[src/rtl/x_pkg.sv]
// Shared constants and the unit-element code type for the thermometer/DWA path.
package x_pkg;
  localparam int P_UNITS = 64;
  localparam int P_PTR_W = 6;
  localparam int P_CNT_W = 7;

  typedef logic [P_UNITS-1:0] x_code_t;
endpackage

[src/rtl/x_popcount.sv]
// Combinational popcount built as a balanced adder tree; p_units must be a power of two.
module x_popcount
  import x_pkg::*;
#(
  parameter int p_units = P_UNITS
) (
  input  logic [p_units-1:0]         i_bits,
  output logic [$clog2(p_units):0]   o_count
);
  localparam int LV = $clog2(p_units);
  localparam int CW = LV + 1;

  // Level gl holds p_units>>gl partial sums; level LV is the single total.
  for (genvar gl = 0; gl <= LV; gl++) begin : g_lvl
    logic [CW-1:0] w_sum [0:(p_units>>gl)-1];
    if (gl == 0) begin : g_leaf
      for (genvar gi = 0; gi < p_units; gi++) begin : g_bit
        assign w_sum[gi] = CW'(i_bits[gi]);
      end
    end else begin : g_node
      for (genvar gi = 0; gi < (p_units >> gl); gi++) begin : g_add
        assign w_sum[gi] = g_lvl[gl-1].w_sum[2*gi] + g_lvl[gl-1].w_sum[2*gi+1];
      end
    end
  end

  assign o_count = g_lvl[LV].w_sum[0];
endmodule

[src/rtl/x_dwa.sv]
// DWA element rotator: every p_div cycles, registers the thermometer code rotated
// left by a running pointer that advances by the number of active elements.
module x_dwa
  import x_pkg::*;
#(
  parameter int p_units = P_UNITS,
  parameter int p_div   = 256
) (
  input  logic                        i_clk,
  input  logic                        i_nrst,
  input  logic [p_units-1:0]          i_therm,
  input  logic                        i_en,
  output logic [p_units-1:0]          o_code,
  output logic [$clog2(p_units)-1:0]  o_ptr,
  output logic                        o_tick
);
  localparam int PTR_W = $clog2(p_units);
  localparam int CNT_W = (p_div > 1) ? $clog2(p_div) : 1;

  logic [CNT_W-1:0]   r_cnt;
  logic [PTR_W-1:0]   r_ptr;
  logic [p_units-1:0] r_code;
  logic               r_tick;

  logic               w_upd;
  logic [PTR_W:0]     w_n;
  logic [PTR_W-1:0]   w_ptr_adv;
  logic [p_units-1:0] w_rot;

  assign w_upd = (r_cnt == CNT_W'(p_div - 1));

  x_popcount #(.p_units(p_units)) u_popcount (
    .i_bits  (i_therm),
    .o_count (w_n)
  );

  // A full-scale count is a whole turn, so the pointer stays put.
  assign w_ptr_adv = w_n[PTR_W] ? r_ptr : (r_ptr + w_n[PTR_W-1:0]);

  // Log-depth barrel rotator: stage gs rotates left by 2**gs when r_ptr[gs] is set.
  for (genvar gs = 0; gs < PTR_W; gs++) begin : g_rot
    localparam int SH = 1 << gs;
    logic [p_units-1:0] w_in;
    logic [p_units-1:0] w_out;
    if (gs == 0) begin : g_first
      assign w_in = i_therm;
    end else begin : g_next
      assign w_in = g_rot[gs-1].w_out;
    end
    assign w_out = r_ptr[gs] ? {w_in[p_units-1-SH:0], w_in[p_units-1:p_units-SH]} : w_in;
  end

  assign w_rot = g_rot[PTR_W-1].w_out;

  always_ff @(posedge i_clk or negedge i_nrst) begin
    if (!i_nrst) begin
      r_cnt  <= '0;
      r_ptr  <= '0;
      r_code <= '0;
      r_tick <= 1'b0;
    end else begin
      r_tick <= w_upd;
      if (w_upd) begin
        r_cnt <= '0;
        if (i_en) begin
          r_code <= w_rot;
          r_ptr  <= w_ptr_adv;
        end else begin
          r_code <= i_therm;
          r_ptr  <= '0;
        end
      end else begin
        r_cnt <= r_cnt + CNT_W'(1);
      end
    end
  end

  assign o_code = r_code;
  assign o_ptr  = r_ptr;
  assign o_tick = r_tick;
endmodule

[config.mk]
export PLATFORM = sky130hd
export DESIGN_NAME = x_dwa
export DESIGN_NICKNAME = d
export VERILOG_FILES = /design/src/rtl/x_pkg.sv /design/src/rtl/x_popcount.sv /design/src/rtl/x_dwa.sv
export SDC_FILE = /design/constraint.sdc
export NUM_CORES = 1
export LEC_CHECK = 0
export BUFFER_PORTS_ARGS = -buffer_cell sky130_fd_sc_hd__buf_2
export CAP_MARGIN = 25
export CORE_MARGIN = 1
export CORE_UTILIZATION = 43
export DETAILED_ROUTE_END_ITERATION = 7
export GPL_TIMING_DRIVEN = 0
export HOLD_SLACK_MARGIN = 0.03
export PLACE_DENSITY = 0.61
export SKIP_CTS_REPAIR_TIMING = 1
export SLEW_MARGIN = 20
export SYNTH_ARGS = -nofsm -noshare
export SYNTH_HDL_FRONTEND = slang
export SYNTH_HIERARCHICAL = 1
export SYNTH_SLANG_ARGS = --single-unit
[constraint.sdc]
create_clock -name i_clk -period 2.6 [get_ports i_clk]
set_clock_uncertainty 0.05 [all_clocks]
set_input_delay 0.39 -clock i_clk [delete_from_list [all_inputs] [get_ports i_clk]]
set_output_delay 0.39 -clock i_clk [all_outputs]
set_load 0.005 [all_outputs]
* Word level (Yosys, flattened, before mapping)
Index checks and enable logic that the tools add are counted.
** Word-level totals
- Flip-flop bits (word level) :: 79
- Input port bits :: 67
- Output and inout bits :: 71
- Word-level logic and storage cells :: 82
** Cells by class
- Add/subtract/negate cells :: 65
- Equality and inequality tests :: 2
- Muxes and demuxes :: 10
- Reductions and logical operators :: 1
** Operator list (count)
- $mux W64 :: 7
- $add A7 B7 Y7 :: 31
- $add A1 B1 Y2 :: 32
- $mux W6 :: 2
- $add A8 B1 Y8 const B :: 1
- $eq A8 B8 Y1 const B :: 1
- $mux W8 :: 1
- $add A6 B6 Y6 :: 1
- $ne A2 B2 Y1 const B :: 1
- $reduce_and A2 Y1 :: 1

* Depth between registers and ports, before layout
Gate-level depths: netlist of run 1.
- Word-level depth :: 9
- Depth in mapped cells :: 26
- Gate-level depth less buffers :: 26

* Hierarchy
Netlist of run 1, hierarchy kept.
** Modules (own cells, without submodules)
- x_dwa :: times used 1, cells each 627, area each 7840.0 sq um, sequential area each 1976.9 sq um
- x_popcount :: times used 1, cells each 172, area each 1729.2 sq um, sequential area each 0.0 sq um

* Worst setup path after synthesis of run 1
Ideal clock, no wire load.
- Kind :: input-to-reg
- Start point :: in i_therm[59]
- End point :: reg r_ptr[5], in the netlist o_ptr[5]
- Setup time :: 0.116 ns
- Arrival time :: 7.005 ns
- Data required time :: 2.434 ns
- Slack :: -4.571 ns
- Stages on the path :: 24
- Path buffers :: 0
- Cell sequence :: inv_1 > fa_1 > fa_1 > inv_1 > fa_1 > inv_1 > fa_1 > inv_1 > fa_1 > inv_1 > fa_1 > fa_1 > fa_1 > inv_1 > ha_1 > fa_1 > a21o_2 > a211oi_1 > a21oi_1 > ha_1 > or4b_2 > o21ai_0 > a211oi_1 > o311ai_0
** On the way
- Word-level cells in the longest chain between the ends :: 9
- Elaborated cells on any way between the ends :: 11
- Those cells by class :: add/sub (7); eq/ne (1); mux (2); reduce/logical (1)
** RTL lines
- start, declared :: line x_dwa.sv:11 : input logic [p_units-1:0] i_therm,
- $add A1 B1 Y2 :: line x_popcount.sv:22 : assign w_sum[gi] = g_lvl[gl-1].w_sum[2*gi] + g_lvl[gl-1].w_sum[2*gi+1];
- $add A7 B7 Y7 (5 in series) :: line x_popcount.sv:22
- net w_n[4] :: line x_dwa.sv:26 : logic [PTR_W:0] w_n;
- $add A6 B6 Y6 :: line x_dwa.sv:38 : assign w_ptr_adv = w_n[PTR_W] ? r_ptr : (r_ptr + w_n[PTR_W-1:0]);
- $mux W6 :: line x_dwa.sv:38
- $mux W6 :: line x_dwa.sv:65 : if (i_en) begin
- end signal, assigned :: line x_dwa.sv:67 : r_ptr <= w_ptr_adv;
- end, declared :: line x_dwa.sv:21 : logic [PTR_W-1:0] r_ptr;
The timed path passes the listed nets, and every way through them passes these cells. The select of a mux whose other input is x is not followed.
A chain may end at the register's enable or synchronous reset.

* Worst setup path after layout of run 1
- Start point :: in i_therm[19]
- End point :: reg r_ptr[5], in the netlist o_ptr[5]
Same word-level chain as after synthesis.

==> impl_metrics.json, run 1 <==
{
  "grt_max_degree": 56,
  "synthTopCellsByArea": "mux4_2 31%, dfrtp_1 21%, fa_1 12%",
  "numPortBuffers": 136,
  "fill_cells": 1906,
  "syn-cell-area_um2": 9569,
  "holdPathStages": 3,
  "clk-insertion-delay-late_ns": 0.36,
  "cpMaxStageDelayCell": "fa_1",
  "power.density_nw_per_um2": 1587,
  "cts_root_buffer": "clkbuf_16",
  "finalNonFillerCells": 1260,
  "hold_violations": 0,
  "boundaryPins": 138,
  "rsz0062_at_grt": "yes",
  "dp_slack_ns": -4.870,
  "gp_congestion": 1.077,
  "ys_warn_count": 6,
  "drtPass1Iterations": 5,
  "drt_first_iter_violations": 1162,
  "fin_nets": 1119,
  "grt_pass1_wl_mm": 62.73,
  "p_leak_nw": 5.218,
  "layout-drive-gt1-share": 0.4515,
  "critical_path_required_ns": 2.81,
  "end_kind": "flip-flop",
  "place_inst": 1217,
  "die_y_um": 151.2,
  "cp-startpoint": "i_therm[19]",
  "crit_chain": "buf_2, fa_1, inv_1, fa_1, inv_1, fa_1, inv_1, fa_1, fa_1, fa_1, fa_1, fa_1, inv_2, ha_4, fa_2, a21o_2, a211oi_4, a21oi_4, ha_4, or4b_4, o21ai_2, a211oi_1, o311ai_1",
  "crit_top_cell": "fa_1",
  "crit_arrival_ns": 7.00,
  "hpwlAfterDp_mm": 35.28,
  "syn_avg_cell_area_um2": 11.98,
  "crit_fanout": 6,
  "hold_class": "input port to flip-flop",
  "syn_nets": 942,
  "ctsHtreeMaxLevel": 3,
  "final_cell_mix": "130 x mux4_2, 129 x buf_2, 98 x inv_1, 77 x dfrtp_1, 64 x o22a_1",
  "areaGrowthSynthToFinish_pct": 26.37,
  "cts_tree": "built",
  "r2r-end": "o_code[58]$_DFFE_PN0N_",
  "vias": 8940,
  "drv_slew": 0,
  "totalWireLength_mm": 44.91,
  "ff2ff_setup_slack_ns": -0.08,
  "peakVddDrop_uv": 7023,
  "min_to": "o_code[25]$_DFFE_PN0N_",
  "start_util": 0.4385,
  "clock_sinks": 79,
  "maxCapViolCount": 0,
  "hp-start": "i_therm[25]",
  "core_area_um2": 21820,
  "startpoint_type": "input port",
  "cts_buffers": 9,
  "grt_pass1_vias": 8790,
  "clk_pin_slew_ns": 0.06,
  "ctsLongestPathBuffers": 2,
  "fin_crit_ns": 6.786,
  "r2r_cells": 8,
  "layout_commonest_cell": "mux4_2",
  "overflow": 0,
  "max_freq_mhz": 147.4,
  "finalCritPeriodShare": 2.610,
  "ant_nets": 0,
  "vias_per_cell": 7.095,
  "synth_largest_area_cell": "mux4_2",
  "rows": 54,
  "yosys_most_used_dff": "dfrtp_1",
  "final.setup.worst_slack_ns": -4.186,
  "max_stage_delay_ns": 0.54,
  "die_w_um": 151.2,
  "timing.rr.start": "o_ptr[1]$_DFFE_PN0P_",
  "antenna_found_initial": 2,
  "avgRoutedWirePerCell_um": 35.64,
  "dieArea_um2": 22850,
  "worst_pin_slew_ns": 0.8490,
  "yosysTopAreaCellShare": 0.3060,
  "ys_seq_area_frac": 0.2066,
  "grtUsageTotal": 0.4031,
  "crit_type": "input port to flip-flop",
  "ys_ff_latch": 79,
  "setup_violations": 13,
  "holdWs_ns": 0.3994,
  "failed_checks": "negative setup slack",
  "status": "finished with violations",
  "synth_edf_count": 0,
  "drc": 0,
  "yosys.cell_types.count": 44,
  "syn_inst": 799,
  "relSlewSlack": 0.4340,
  "async_flop_share": 1.000
}
[critical path, delay by kind of cell]
kind / cells / cell delay (ns)
adders and majority gates: 11 / 4.76
AOI/OAI and AO/OA: 6 / 0.93
and+or+nand+nor: 1 / 0.51
buffers and inverters: 5 / 0.40
[state kept, by name, summed over array words and instances, names as in the netlist]
name    flops
o_tick      1
o_code     64
r_cnt       8
o_ptr       6
[how the worst max path moves through the flow]
stage,to,slack (ns),cells after the start
2_1_floorplan,o_ptr[5]$_DFFE_PN0P_,-4.22,24
3_3_place_gp,o_ptr[5]$_DFFE_PN0P_,-4.85,21
3_5_place_dp,o_ptr[5]$_DFFE_PN0P_,-4.87,23
4_1_cts,o_ptr[5]$_DFFE_PN0P_,-4.52,23
5_1_grt,o_ptr[5]$_DFFE_PN0P_,-4.41,25
6_report,o_ptr[5]$_DFFE_PN0P_,-4.19,23
[per-layer routing]
| layer | GRT usage | up-vias | wire length [µm] | part of all wire |
|---|---|---|---|---|
| met2 | 0.5989 | 758 | 19900 | 0.44 |
| met3 | 0.1205 | 195 | 5681 | 0.13 |
| li1 | - | 3487 | - | - |
| met5 | 0 | - | 13 | 0.00029 |
| met4 | 0.2320 | 2 | 3013 | 0.067 |
| met1 | 0.5227 | 4498 | 16300 | 0.36 |
[cells in the mapped netlist, types with 2 or more instances]
library cell  count
o21ai_0          71
or3_1             2
mux2i_1          68
a211oi_1          4
ha_1             21
nand3_1           3
nor2_1            6
inv_1           102
nand2_1          11
a22oi_1           5
buf_1             2
buf_2            21
buf_6             3
xor2_1            6
buf_4             2
clkbuf_1         45
a21oi_1           5
dfrtp_1          79
o2bb2ai_1        49
nand2b_1          2
fa_1             55
o22ai_1          17
xnor2_1           3
o22a_1           64
mux4_2          130
a21o_1            5
[where the power goes]
group	leakage [nW]	total, mW	internal (mW)	switching (mW)
registers	1.06	1.23	1.23	0
clock network	0.134	1.32	0.761	0.563
logic	4.03	16.6	7.85	8.80
[kinds of logic after synthesis]
group / Yosys count / share of synthesized area
simple gates: 30 / 0.01556
compound gates: 230 / 0.1747
buf+inv: 177 / 0.07531
mux: 198 / 0.3771
fa+ha+maj: 76 / 0.1425
xor+xnor: 9 / 0.008238
flops: 79 / 0.2066
[final cells by class]
class | instances | area, µm² | area share
diodes | 1 | 2.502 | 0.0002069
multi-input cells | 543 | 7591 | 0.6277
repair buffers | 167 | 1044 | 0.08629
plain buffers | 72 | 444.2 | 0.03673
well taps | 280 | 350.3 | 0.02897
inverters | 104 | 394.1 | 0.03259
flip-flops and latches | 79 | 1979 | 0.1637
clock buffers | 11 | 242.7 | 0.02007
clock inverters | 3 | 45.04 | 0.003725
[metrics by stage]
stage	instance area, µm²	total power, mW	setup TNS (ns)	util
3_3_place_gp	10620	15.09	-55.95	0.4866
3_5_place_dp	10660	15.26	-51.67	0.4884
6_report	12090	19.20	-23.13	0.5541
2_1_floorplan	9589	13.47	-22.85	-
5_1_grt	12090	20.30	-25.58	0.5540
4_1_cts	10950	16.56	-51.08	0.5015
Power figures use the tool's default switching activity.
==> run 2, diff against run 1 <==
- REMOVE_ABC_BUFFERS: unset -> 1
==> run 2 against run 1 <==
The run still ends with negative setup slack left. Via count fell by 9.6%. Die area did not move. First-iteration DRC count fell by 20%. Wire length fell by 28%. Register-to-register slack improved by 0.03 ns. Sequential cell count did not move. Hold slack improved by 0.0065 ns. Utilization fell by 2.5 points. Count of clock-buffer cells in the layout did not move. Sequential share of layout area rose by 0.90 points.
==> impl_metrics.json, run 2 (synthesized netlist as in run 1, its figures left out) <==
{
  "drv_slew": 0,
  "maxCapViolCount": 0,
  "cp_num_buf_inv": 7,
  "cpMaxStageDelayCell": "fa_1",
  "vias": 8079,
  "grtUsageMet3": 0.04608,
  "hpwlAfterDp_mm": 23.65,
  "holdPathStages": 4,
  "worst_pin_slew_ns": 1.002,
  "gp_congestion": 0.9989,
  "dieArea_um2": 22850,
  "failed_checks": "negative setup slack",
  "finalNonFillerCells": 1193,
  "grt_util_met2": 0.4502,
  "overflow": 0,
  "grt_pass1_vias": 7736,
  "max_freq_mhz": 144.7,
  "finalCritPeriodShare": 2.659,
  "critical_path_required_ns": 2.80,
  "cts_root_buffer": "clkbuf_16",
  "ctsLongestPathBuffers": 2,
  "grt_pass1_wl_mm": 46.72,
  "place_inst": 1152,
  "crit_fanout": 6,
  "grtUsageTotal": 0.2815,
  "register_area_um2": 1993,
  "crit_top_cell": "fa_1",
  "multi_input_area_um2": 7218,
  "core_area_um2": 21820,
  "fin_nets": 1051,
  "boundaryPins": 138,
  "max_stage_delay_ns": 0.56,
  "totalWireLength_mm": 32.14,
  "die_y_um": 151.2,
  "hold_class": "input port to flip-flop",
  "status": "finished with violations",
  "placed_area_um2": 10530,
  "cts_buffers": 9,
  "fin_crit_ns": 6.912,
  "crit_type": "input port to flip-flop",
  "clk_pin_slew_ns": 0.07,
  "relSlewSlack": 0.3307,
  "final_cell_mix": "130 x mux4_2, 130 x buf_2, 97 x inv_1, 74 x dfrtp_1, 66 x o21ai_0",
  "grt-busiest-layer": "met2",
  "clk-insertion-delay-late_ns": 0.36,
  "hold_violations": 0,
  "ctsHtreeMaxLevel": 3,
  "worstSetupPathDepth": 25,
  "end_kind": "flip-flop",
  "holdWs_ns": 0.4059,
  "areaGrowthSynthToFinish_pct": 20.65,
  "clock_sinks": 79,
  "drt_first_iter_violations": 928,
  "numPortBuffers": 137,
  "die_w_um": 151.2,
  "grt_max_degree": 90,
  "drc": 0,
  "cts_tree": "built",
  "start_util": 0.4385,
  "fin_area_um2": 11540,
  "r2r_cells": 8,
  "fill_cells": 1884,
  "crit_arrival_ns": 7.11,
  "antenna_found_initial": 0,
  "cp_top_family": "adder cells",
  "startpoint_type": "input port",
  "rows": 54,
  "largest_reg_flops": 64,
  "final.setup.worst_slack_ns": -4.312,
  "diodes": 0,
  "vias_per_cell": 6.772,
  "rsz0062_at_grt": "yes",
  "layout-drive-gt1-share": 0.4184,
  "met1_usage": 0.3721,
  "setup_violations": 8,
  "drtPass1Iterations": 6,
  "avgRoutedWirePerCell_um": 26.94,
  "ant_nets": 0
}
run 2: cell types whose count changed in the layout (fill, tap and decap cells not counted), sizes merged:
cell,before,now
bufinv,1,2
clkinvlp,3,1
buf,185,165
diode,1,0
clkbuf,64,16
inv,103,104
clkinv,0,2
run 2: per-layer routing:
| layer | up-vias | wire length (µm) |
|---|---|---|
| met1 | 4094 | 11530 |
| met2 | 535 | 15490 |
| met3 | 111 | 3566 |
| met4 | 0 | 1549 |
| met5 | - | 0 |
| li1 | 3339 | - |
run 2: cell type report:
| type | count | share of cell area |
|---|---|---|
| timing repair buffer | 171 | 0.1099 |
| multi-input combinational | 543 | 0.6252 |
| clock buffer | 11 | 0.02016 |
| sequential | 79 | 0.1726 |
| clock inverter | 5 | 0.007045 |
| tap | 280 | 0.03035 |
| inverter | 104 | 0.03468 |
run 2: worst min-delay path, cell delays in order:
cell	delay (ns)
buf_12	0.11
inv_1	0.04
o22ai_1	0.06
o22a_1	0.17
run 2: path summary, 6_finish.rpt:
path | from | to | slack (ns)
min reg2reg | r_cnt[4]$_DFF_PN0_ | r_cnt[4]$_DFF_PN0_ | 0.43
min | i_therm[53] | o_code[53]$_DFFE_PN0N_ | 0.41
max in group asynchronous | i_nrst | o_ptr[0]$_DFFE_PN0P_ | 1.41
min in group asynchronous | i_nrst | o_code[38]$_DFFE_PN0N_ | 0.44
max reg2reg | o_ptr[1]$_DFFE_PN0P_ | o_code[16]$_DFFE_PN0N_ | -0.05
max | i_therm[63] | o_ptr[5]$_DFFE_PN0P_ | -4.31
run 2: stage by stage:
| step | utilization | setup TNS [ns] | setup WS [ns] |
|---|---|---|---|
| 6_report | 0.5290 | -23.41 | -4.312 |
| 5_1_grt | 0.5290 | -24.88 | -4.499 |
| 4_1_cts | 0.4970 | -49.27 | -4.830 |
| 3_5_place_dp | 0.4826 | -50.66 | -5.147 |
| 3_3_place_gp | 0.4708 | -204.90 | -5.182 |
| 2_1_floorplan | - | -137.08 | -4.590 |
Power of run 2 is not shown: default switching activity piles up to over one toggle a cycle in this logic, so the estimate is an artifact.
==> run 3, diff against run 2 <==
- HOLD_SLACK_MARGIN: 0.03 -> 0.08
- SYNTH_HIERARCHICAL: 1 -> unset
==> run 3 against run 2 <==
The flow still finishes with violations (negative setup slack). Cell area increased by 6.4%. Synthesized cell count up 30%. Non-clock buffer count is 4 higher. Global-route usage up 0.21 points. Sequential cell count did not move. Largest cell class unchanged.
==> impl_metrics.json, run 3 <==
{
  "synth_edf_count": 0,
  "crit_type": "input port to flip-flop",
  "grt_util_met2": 0.4581,
  "end_kind": "flip-flop",
  "grt_max_degree": 73,
  "syn-cell-area_um2": 9842,
  "layout_commonest_cell": "nor2_1",
  "synth_largest_area_cell": "dfrtp_1",
  "dieArea_um2": 23500,
  "maxCapViolCount": 0,
  "hold_violations": 0,
  "start_util": 0.4441,
  "cts_tree": "built",
  "cpMaxStageDelayCell": "fa_2",
  "timing.rr.start": "o_ptr[0]$_DFFE_PN0P_",
  "grt_pass1_vias": 8426,
  "synthTopCellsByArea": "dfrtp_1 20%, mux4_2 15%, fa_1 12%",
  "ys_warn_count": 0,
  "setup_violations": 15,
  "antenna_found_initial": 0,
  "max_freq_mhz": 161.7,
  "drc": 0,
  "die_y_um": 153.3,
  "areaGrowthSynthToFinish_pct": 24.85,
  "yosysTopAreaCellShare": 0.2009,
  "setup_tns_ns": -19.45,
  "die_w_um": 153.3,
  "fin_nets": 1325,
  "failed_checks": "negative setup slack",
  "met1_usage": 0.3824,
  "worst_pin_slew_ns": 0.7457,
  "hpwlAfterDp_mm": 24.87,
  "rows": 54,
  "cp-startpoint": "i_therm[63]",
  "vias_per_cell": 6.218,
  "clock_sinks": 79,
  "gp_congestion": 0.9915,
  "crit_arrival_ns": 6.37,
  "core_area_um2": 22160,
  "drtPass1Iterations": 5,
  "grt-busiest-layer": "met2",
  "rsz0062_at_grt": "yes",
  "cts_root_buffer": "clkbuf_16",
  "numPortBuffers": 137,
  "drt_first_iter_violations": 931,
  "async_flop_share": 1.000,
  "fin_crit_ns": 6.186,
  "relSlewSlack": 0.5028,
  "clk-insertion-delay-late_ns": 0.36,
  "placed_area_um2": 10750,
  "ys_ff_latch": 79,
  "ys_seq_area_frac": 0.2009,
  "finalCritPeriodShare": 2.379,
  "crit_chain": "buf_6, ha_4, inv_1, fa_1, inv_1, fa_1, fa_2, fa_2, fa_2, fa_1, inv_1, fa_1, inv_1, ha_2, inv_2, fa_2, xnor2_2, ha_1, o21ai_2, o21bai_1, a21oi_2, xnor3_1, nand2_1, o211ai_1",
  "avgRoutedWirePerCell_um": 24.08,
  "syn_avg_cell_area_um2": 9.482,
  "grt_pass1_wl_mm": 50.05,
  "largest_reg_flops": 64,
  "drv_slew": 0,
  "diodes": 0,
  "yosys_most_used_dff": "dfrtp_1",
  "overflow": 0,
  "ant_nets": 0,
  "final.setup.worst_slack_ns": -3.586,
  "startpoint_type": "input port",
  "boundaryPins": 138,
  "hold_class": "flip-flop to flip-flop",
  "hp-start": "r_cnt[6]$_DFF_PN0_",
  "grtUsageMet3": 0.06238,
  "grtUsageTotal": 0.2837,
  "dp_slack_ns": -4.275,
  "ctsHtreeMaxLevel": 3,
  "yosys.cell_types.count": 37,
  "vias": 8911,
  "ctsLongestPathBuffers": 2,
  "crit_fanout": 6,
  "cts_buffers": 9,
  "max_stage_delay_ns": 0.60,
  "layout-drive-gt1-share": 0.3686,
  "netlist_top_cells_count": "166 x nor2_1, 158 x inv_1, 79 x dfrtp_1",
  "fin_area_um2": 12290,
  "final_cell_mix": "165 x nor2_1, 142 x inv_1, 90 x buf_2, 74 x dfrtp_1, 68 x o21ai_0",
  "totalWireLength_mm": 34.51,
  "synth.most_common_cell": "nor2_1",
  "status": "finished with violations",
  "clk_pin_slew_ns": 0.07,
  "syn_inst": 1038,
  "critical_path_required_ns": 2.79
}
[run 3: cell count changes after synthesis, moves of 15 or more]
cell and delta:
o22ai_1 +46, inv_1 +56, o22a_1 -64, nor2_1 +160, a221oi_1 +64, ha_1 +28
mux4_2 -66, buf_2 -15, o2bb2ai_1 -49, mux2_2 +64
[run 3: worst paths after layout]
kind | slack, ns | depth (start not counted) | to
max in group asynchronous | 1.40 | 3 | o_code[32]$_DFFE_PN0P_
worst min-delay path | 0.43 | 1 | r_cnt[6]$_DFF_PN0_
worst max-delay path | -3.59 | 24 | o_ptr[5]$_DFFE_PN0P_
min in group asynchronous | 0.47 | 2 | o_ptr[5]$_DFFE_PN0P_
worst min register to register | 0.43 | 1 | r_cnt[6]$_DFF_PN0_
worst max register to register | -0.07 | 8 | o_code[27]$_DFFE_PN0P_
[run 3: through the flow]
stage / utilization / hold slack, ns / instances
6_report: 0.5545 / 0.4333 / 1433
5_1_grt: 0.5545 / 0.4713 / 1433
4_1_cts: 0.4999 / -0.04789 / 1402
3_5_place_dp: 0.4851 / 0.3314 / 1386
3_3_place_gp: 0.4754 / 0.4115 / 1378
2_1_floorplan: - / 0.04441 / 961
[run 3: layer usage]
| layer | vias up | share of wire | routed length, µm |
|---|---|---|---|
| li1 | 3925 | - | - |
| met1 | 4394 | 0.41 | 14050 |
| met2 | 481 | 0.46 | 15960 |
| met3 | 111 | 0.090 | 3120 |
| met4 | 0 | 0.040 | 1376 |
| met5 | - | 0 | 0 |
[run 3: layout make-up]
class / count / area, µm²
Clock buffer: 9 / 225.2
Clock inverter: 7 / 102.6
Fill cell: 1960 / 9873
Inverter: 160 / 616.8
Multi-Input combinational cell: 723 / 7515
Sequential cell: 79 / 1991
Tap cell: 280 / 350.3
Timing Repair Buffer: 175 / 1488
[run 3: kinds of logic after synthesis]
group | after synthesis | share of synthesized area
DFF | 79 | 0.2009
adders and majority gates | 110 | 0.1864
muxes | 192 | 0.2848
AOI/OAI and AO/OA | 217 | 0.1452
xor gates and xnor gates | 9 | 0.009408
buffers and inverters | 237 | 0.09573
and+or+nand+nor | 194 | 0.07768
[run 3: worst max-delay path, delay by kind of cell]
family	cells	cell delay [ns]
fa+ha+maj	11	4.65
compound gates	4	0.43
buf+inv	6	0.40
xor+xnor	2	0.40
simple gates	1	0.09
Power of run 3 is left out for the same reason.
